--- src/rtl/neuron4_input_loader.sv ---
// Groups a valid/ready sample stream into 4-lane frames for the neuron4 stage.
// A shadow frame fills while the held lanes are presented, then waits SETTLE cycles.
module neuron4_input_loader #(
  parameter int unsigned IW     = 16,
  parameter int unsigned SETTLE = 1,
  parameter int unsigned CW     = 16
) (
  input  logic                 clk,
  input  logic                 rst_n,
  input  logic                 s_valid,
  output logic                 s_ready,
  input  logic signed [IW-1:0] s_data,
  input  logic                 s_last,
  output logic signed [IW-1:0] in0,
  output logic signed [IW-1:0] in1,
  output logic signed [IW-1:0] in2,
  output logic signed [IW-1:0] in3,
  output logic                 frame_valid,
  input  logic                 frame_ready,
  output logic                 err_framing,
  output logic [CW-1:0]        frame_count
);

  localparam int unsigned CntW = (SETTLE > 0) ? $clog2(SETTLE + 1) : 1;

  typedef enum logic [1:0] {StIdle, StSettle, StPresent} state_e;

  state_e              state_q, state_d;
  logic [CntW-1:0]     cnt_q, cnt_d;
  logic [IW-1:0]       shadow_q [4];
  logic [IW-1:0]       shadow_d [4];
  logic [IW-1:0]       lane_q [4];
  logic [IW-1:0]       lane_d [4];
  logic [1:0]          idx_q, idx_d;
  logic                full_q, full_d;
  logic                err_q, err_d;
  logic [CW-1:0]       fcnt_q, fcnt_d;
  logic                load;
  logic                fire;
  logic                accept;

  // State register
  always_ff @(posedge clk or negedge rst_n) begin
    if (!rst_n) begin
      state_q <= StIdle;
      cnt_q   <= '0;
    end else begin
      state_q <= state_d;
      cnt_q   <= cnt_d;
    end
  end

  // Next-state logic; load moves the shadow frame into the lanes
  always_comb begin
    state_d = state_q;
    cnt_d   = cnt_q;
    load    = 1'b0;
    fire    = 1'b0;
    unique case (state_q)
      StIdle: begin
        if (full_q) begin
          load = 1'b1;
          if (SETTLE > 0) begin
            state_d = StSettle;
            cnt_d   = CntW'(SETTLE);
          end else begin
            state_d = StPresent;
          end
        end
      end
      StSettle: begin
        if (cnt_q == CntW'(1)) begin
          state_d = StPresent;
        end else begin
          cnt_d = cnt_q - 1'b1;
        end
      end
      StPresent: begin
        if (frame_ready) begin
          fire = 1'b1;
          if (full_q) begin
            load = 1'b1;
            if (SETTLE > 0) begin
              state_d = StSettle;
              cnt_d   = CntW'(SETTLE);
            end else begin
              state_d = StPresent;
            end
          end else begin
            state_d = StIdle;
          end
        end
      end
      default: state_d = StIdle;
    endcase
  end

  // Output decode
  always_comb begin
    frame_valid = (state_q == StPresent);
  end

  assign s_ready = !full_q;
  assign accept  = s_valid && !full_q;

  // Fill side; load and accept are mutually exclusive since both depend on full_q
  always_comb begin
    shadow_d = shadow_q;
    idx_d    = idx_q;
    full_d   = full_q;
    err_d    = 1'b0;
    if (load) begin
      full_d = 1'b0;
    end
    if (accept) begin
      shadow_d[idx_q] = s_data;
      if (idx_q == 2'd3) begin
        full_d = 1'b1;
        idx_d  = 2'd0;
        err_d  = !s_last;
      end else if (s_last) begin
        idx_d = 2'd0;
        err_d = 1'b1;
      end else begin
        idx_d = idx_q + 2'd1;
      end
    end
  end

  always_comb begin
    lane_d = lane_q;
    if (load) begin
      lane_d = shadow_q;
    end
    fcnt_d = fire ? fcnt_q + 1'b1 : fcnt_q;
  end

  always_ff @(posedge clk or negedge rst_n) begin
    if (!rst_n) begin
      shadow_q <= '{default: '0};
      lane_q   <= '{default: '0};
      idx_q    <= 2'd0;
      full_q   <= 1'b0;
      err_q    <= 1'b0;
      fcnt_q   <= '0;
    end else begin
      shadow_q <= shadow_d;
      lane_q   <= lane_d;
      idx_q    <= idx_d;
      full_q   <= full_d;
      err_q    <= err_d;
      fcnt_q   <= fcnt_d;
    end
  end

  assign in0         = lane_q[0];
  assign in1         = lane_q[1];
  assign in2         = lane_q[2];
  assign in3         = lane_q[3];
  assign err_framing = err_q;
  assign frame_count = fcnt_q;

endmodule

--- config.mk ---
export PLATFORM = sky130hd
export DESIGN_NAME = neuron4_input_loader
export DESIGN_NICKNAME = d
export VERILOG_FILES = /design/src/rtl/neuron4_input_loader.sv
export SDC_FILE = /design/constraint.sdc
export NUM_CORES = 1
export LEC_CHECK = 0
export CAP_MARGIN = 20
export CORE_ASPECT_RATIO = 0.6
export CORE_MARGIN = 3
export CORE_UTILIZATION = 35
export CTS_CLUSTER_DIAMETER = 50
export DETAILED_ROUTE_END_ITERATION = 16
export GPL_TIMING_DRIVEN = 0
export SYNTH_ARGS = -nofsm -noshare
export SYNTH_HDL_FRONTEND = slang
export SYNTH_SLANG_ARGS = --single-unit
--- constraint.sdc ---
create_clock -name clk -period 1.6 [get_ports clk]
set_clock_uncertainty 0.1 [all_clocks]
set_input_delay 0.16 -clock clk [delete_from_list [all_inputs] [get_ports clk]]
set_output_delay 0.16 -clock clk [all_outputs]
set_load 0.1 [all_outputs]
==> summary.txt <==
Arithmetic-cell share of the synthesized area counting full adders, half adders and majority gates: 0.0107
TritonCTS clock tree: built
Number of nets in the synthesized netlist: 389
Aggregate routed wire length: 13.6 mm
Placed instance area: 7230 um^2
Clock tree root buffer cell: sky130_fd_sc_hd__clkbuf_16
Net count reported at finish: 542
Actual slew at the worst max-slew pin: 607 ps
Ratio of final minimum period to clock period: 1.02
Netlist area before placement: 5820 um^2
Insertion delay to the later sink of the worst-skew pair: 410 ps
Die outline area: 18,300 um^2
Global-route wire length before repair: 21.7 mm
Inserted Clock Buffers: 17
Final setup fails: 21
Crit-path slowest cell: sky130_fd_sc_hd__dfrtp_1
Overall fraction of global-route tracks in use: 0.154
Vertical extent of the die: 106 um
Max-slew violation count: 0
Fmax: 614 MHz
Num Clock Sinks: 151
Xor and xnor fraction of the mapped netlist area: 0.0241
Crit path buffers/inverters: 3
Remaining global-route overflow: 0
Average instance area after synthesis: 16.0 um^2
Max incr delay on CP: 370 ps
Result of the run: complete, but fails checks
Setup tns final: -253 ps
First-pass iteration count of the detailed router: 4
Largest net degree at the start of global routing: 87
Wire per inst: 18.2 um
Detailed placer's ending HPWL: 8.77 mm
Fraction of final layout cells with drive strength greater than 1: 0.597
Worst setup EP type: flip-flop
Setup slack of the worst register-to-register path: -30 ps
Hold Vio Cnt, Final: 0
Minimum clock period after layout: 1630 ps
Number of placed I/O pins: 104
Number of cells in the design after placement: 689
Overall via count from detail_route: 3,472
Data required, critical path: 1790 ps
Startpoint type of the worst setup path: flip-flop
Sequential cell area: 3820 um^2
Number of DRC markers after the initial detailed-route iteration: 173
Floorplan die width: 173 um
Min setup slack post-route: -27.9 ps
Violations in the final reports: setup timing
Area fraction of the dominant cell type after synthesis: 0.649
Initial standard-cell utilization of the core: 0.368
Distinct cell type count after synthesis: 30
Vias per std cell: 4.63
Detailed route wirelength on metal3: 620 um
Worst rel slew slack: 0.595
H-Tree Level Count: 4
Final GP Congestion: 0.780
Vias in the first global route: 3,789
Cell family with most CP delay: buffers and inverters
Number of standard cells in the layout, taps in and fillers out: 750
Number of antenna violations at the first check in global routing: 0
MaxCap Viol Count: 0
Worst path arrival time: 1820 ps
Main combinational cell family by area after synthesis: multiplexers
Worst hold slack after final layout: 205 ps
Compound-Gate Fraction of Synth Area: 0.00902
Buffer depth of the longest clock path: 2
Layout Cell Area excl Fill: 8110 um^2
Min-Delay Path Class: in2async
Core area: 15,800 um^2
Layout Area Growth over Synthesis: 39.3%
Largest fanout of any net on the critical path: 5
Length of routed met2 wiring: 5.91 mm
Num rows: 35
Area contributors post-synth: sky130_fd_sc_hd__dfrtp_1, sky130_fd_sc_hd__mux2_2, sky130_fd_sc_hd__mux2_1
RSZ-0062 raised after global routing: true
Cell chain of the critical path: inv_2 > a211oi_4 > buf_4 > buf_12 > mux2_1
Cells after synthesis: 363
Post-synthesis register bit count: 151
Max layer used: met4
Number of warnings issued by yosys: 0
Yosys top cell by area: sky130_fd_sc_hd__dfrtp_1
Start-to-end type of the worst setup path: reg2reg
DRC violations left: 0
Count of antenna-violating nets left after detailed routing: 0
Fill cell total of the finished layout: 1,335
Worst-path clk slew: 60 ps
Multi-input combinational cell area: 2170 um^2
Wire length on met1: 6.97 mm
Port Buffers: 103
Share of synthesized area spent on multiplexers: 0.251
Post-synthesis sequential area ratio: 0.649
Post-synthesis simple-gate area fraction: 0.0363
Antenna Cells: 0
routing by layer:
| metal | vias up | GRT usage |
|---|---|---|
| met5 | - | 0 |
| met4 | 0 | 0.0474 |
| met3 | 14 | 0.0446 |
| met2 | 77 | 0.220 |
| met1 | 1805 | 0.226 |
| li1 | 1576 | - |
placed cells by master, fill, tap and decap left out, types with 3 or more instances in the layout:
cell type,synthesis,routed
sky130_fd_sc_hd__nor2_1,6,3
sky130_fd_sc_hd__xor2_1,5,5
sky130_fd_sc_hd__nand3_1,5,5
sky130_fd_sc_hd__ha_1,5,4
sky130_fd_sc_hd__clkbuf_8,0,4
sky130_fd_sc_hd__clkbuf_16,0,17
sky130_fd_sc_hd__nand4_1,4,4
sky130_fd_sc_hd__nand2_4,0,4
sky130_fd_sc_hd__nand2_1,5,5
sky130_fd_sc_hd__inv_1,5,4
sky130_fd_sc_hd__xnor2_1,11,11
sky130_fd_sc_hd__bufinv_16,0,3
sky130_fd_sc_hd__inv_6,0,4
sky130_fd_sc_hd__o21ai_0,3,3
sky130_fd_sc_hd__buf_6,4,7
sky130_fd_sc_hd__buf_4,3,21
sky130_fd_sc_hd__buf_12,0,11
sky130_fd_sc_hd__dfrtp_4,0,7
sky130_fd_sc_hd__clkdlybuf4s50_1,0,19
sky130_fd_sc_hd__mux2_1,38,3
sky130_fd_sc_hd__buf_2,5,73
sky130_fd_sc_hd__clkdlybuf4s18_2,0,6
sky130_fd_sc_hd__dfrtp_2,0,9
sky130_fd_sc_hd__mux2_4,0,41
sky130_fd_sc_hd__mux2_2,92,86
sky130_fd_sc_hd__buf_8,0,4
sky130_fd_sc_hd__dfrtp_1,151,135
kinds of logic after synthesis:
group / Yosys count
simple gates: 36
compound gates: 7
mux: 130
fa+ha+maj: 5
buf+inv: 18
xor+xnor: 16
flops: 151
final timing paths:
check                      cells past startpoint               to  startpoint
min in group clk                               3      err_framing     s_valid
max                                            5           in2[7]      full_q
min                                            2  frame_count[12]       rst_n
max reg2reg                                    5           in2[7]      full_q
max in group asynchronous                      3   frame_count[0]       rst_n
min reg2reg                                    1       state_q[0]       cnt_q
registers in the layout, indices dropped and copies added (netlist names):
name / count
frame_count: 16
in0: 16
in2: 16
full_q: 1
state_q: 2
shadow_q: 64
in3: 16
cnt_q: 1
err_framing: 1
in1: 16
idx_q: 2
per-stage QoR:
step | worst slack, ps | util
detailed placement | -518 | 0.457
global placement | -6680 | 0.455
global route | -132 | 0.513
floorplan | -395 | -
CTS | -111 | 0.523
finish | -27.9 | 0.513
cells in the mapped netlist, drive strengths merged:
cell,number
a211oi,1
a22o,1
and3,2
and4,1
buf,12
dfrtp,151
ha,5
inv,6
mux2,130
nand2,9
nand2b,1
nand3,5
nand3b,1
nand4,4
nand4b,1
nor2,6
nor2b,2
nor3,3
o21ai,3
o21bai,1
o2bb2ai,1
or3,1
xnor2,11
xor2,5
final cells by class:
type / instances / share of cell area
Inverter: 6 / 0.00278
Sequential cell: 151 / 0.470
Multi-Input combinational cell: 194 / 0.268
Clock inverter: 9 / 0.0171
Buffer: 11 / 0.0222
Tap cell: 222 / 0.0342
Clock buffer: 22 / 0.0597
Timing Repair Buffer: 135 / 0.126
worst register-to-register path, delay by kind of cell, from the launching register on:
family / cells / cell delay [ps]
buffers and inverters: 3 / 430
flip-flops: 1 / 370
multiplexers: 1 / 330
AO/OA/AOI/OAI: 1 / 270
timing repair:
item	4_1_cts	5_1_grt
setup endpoints to repair	191	146
gates resized for setup	437	67
pin swaps	4	6
hold buffers	1	0
setup buffers	16	14
cloned	5	0
endpoints found under the hold margin	65	0
Power is left out: the tool's default activity adds up to more than one toggle a clock period on the data nets, which glitch-free logic cannot reach.
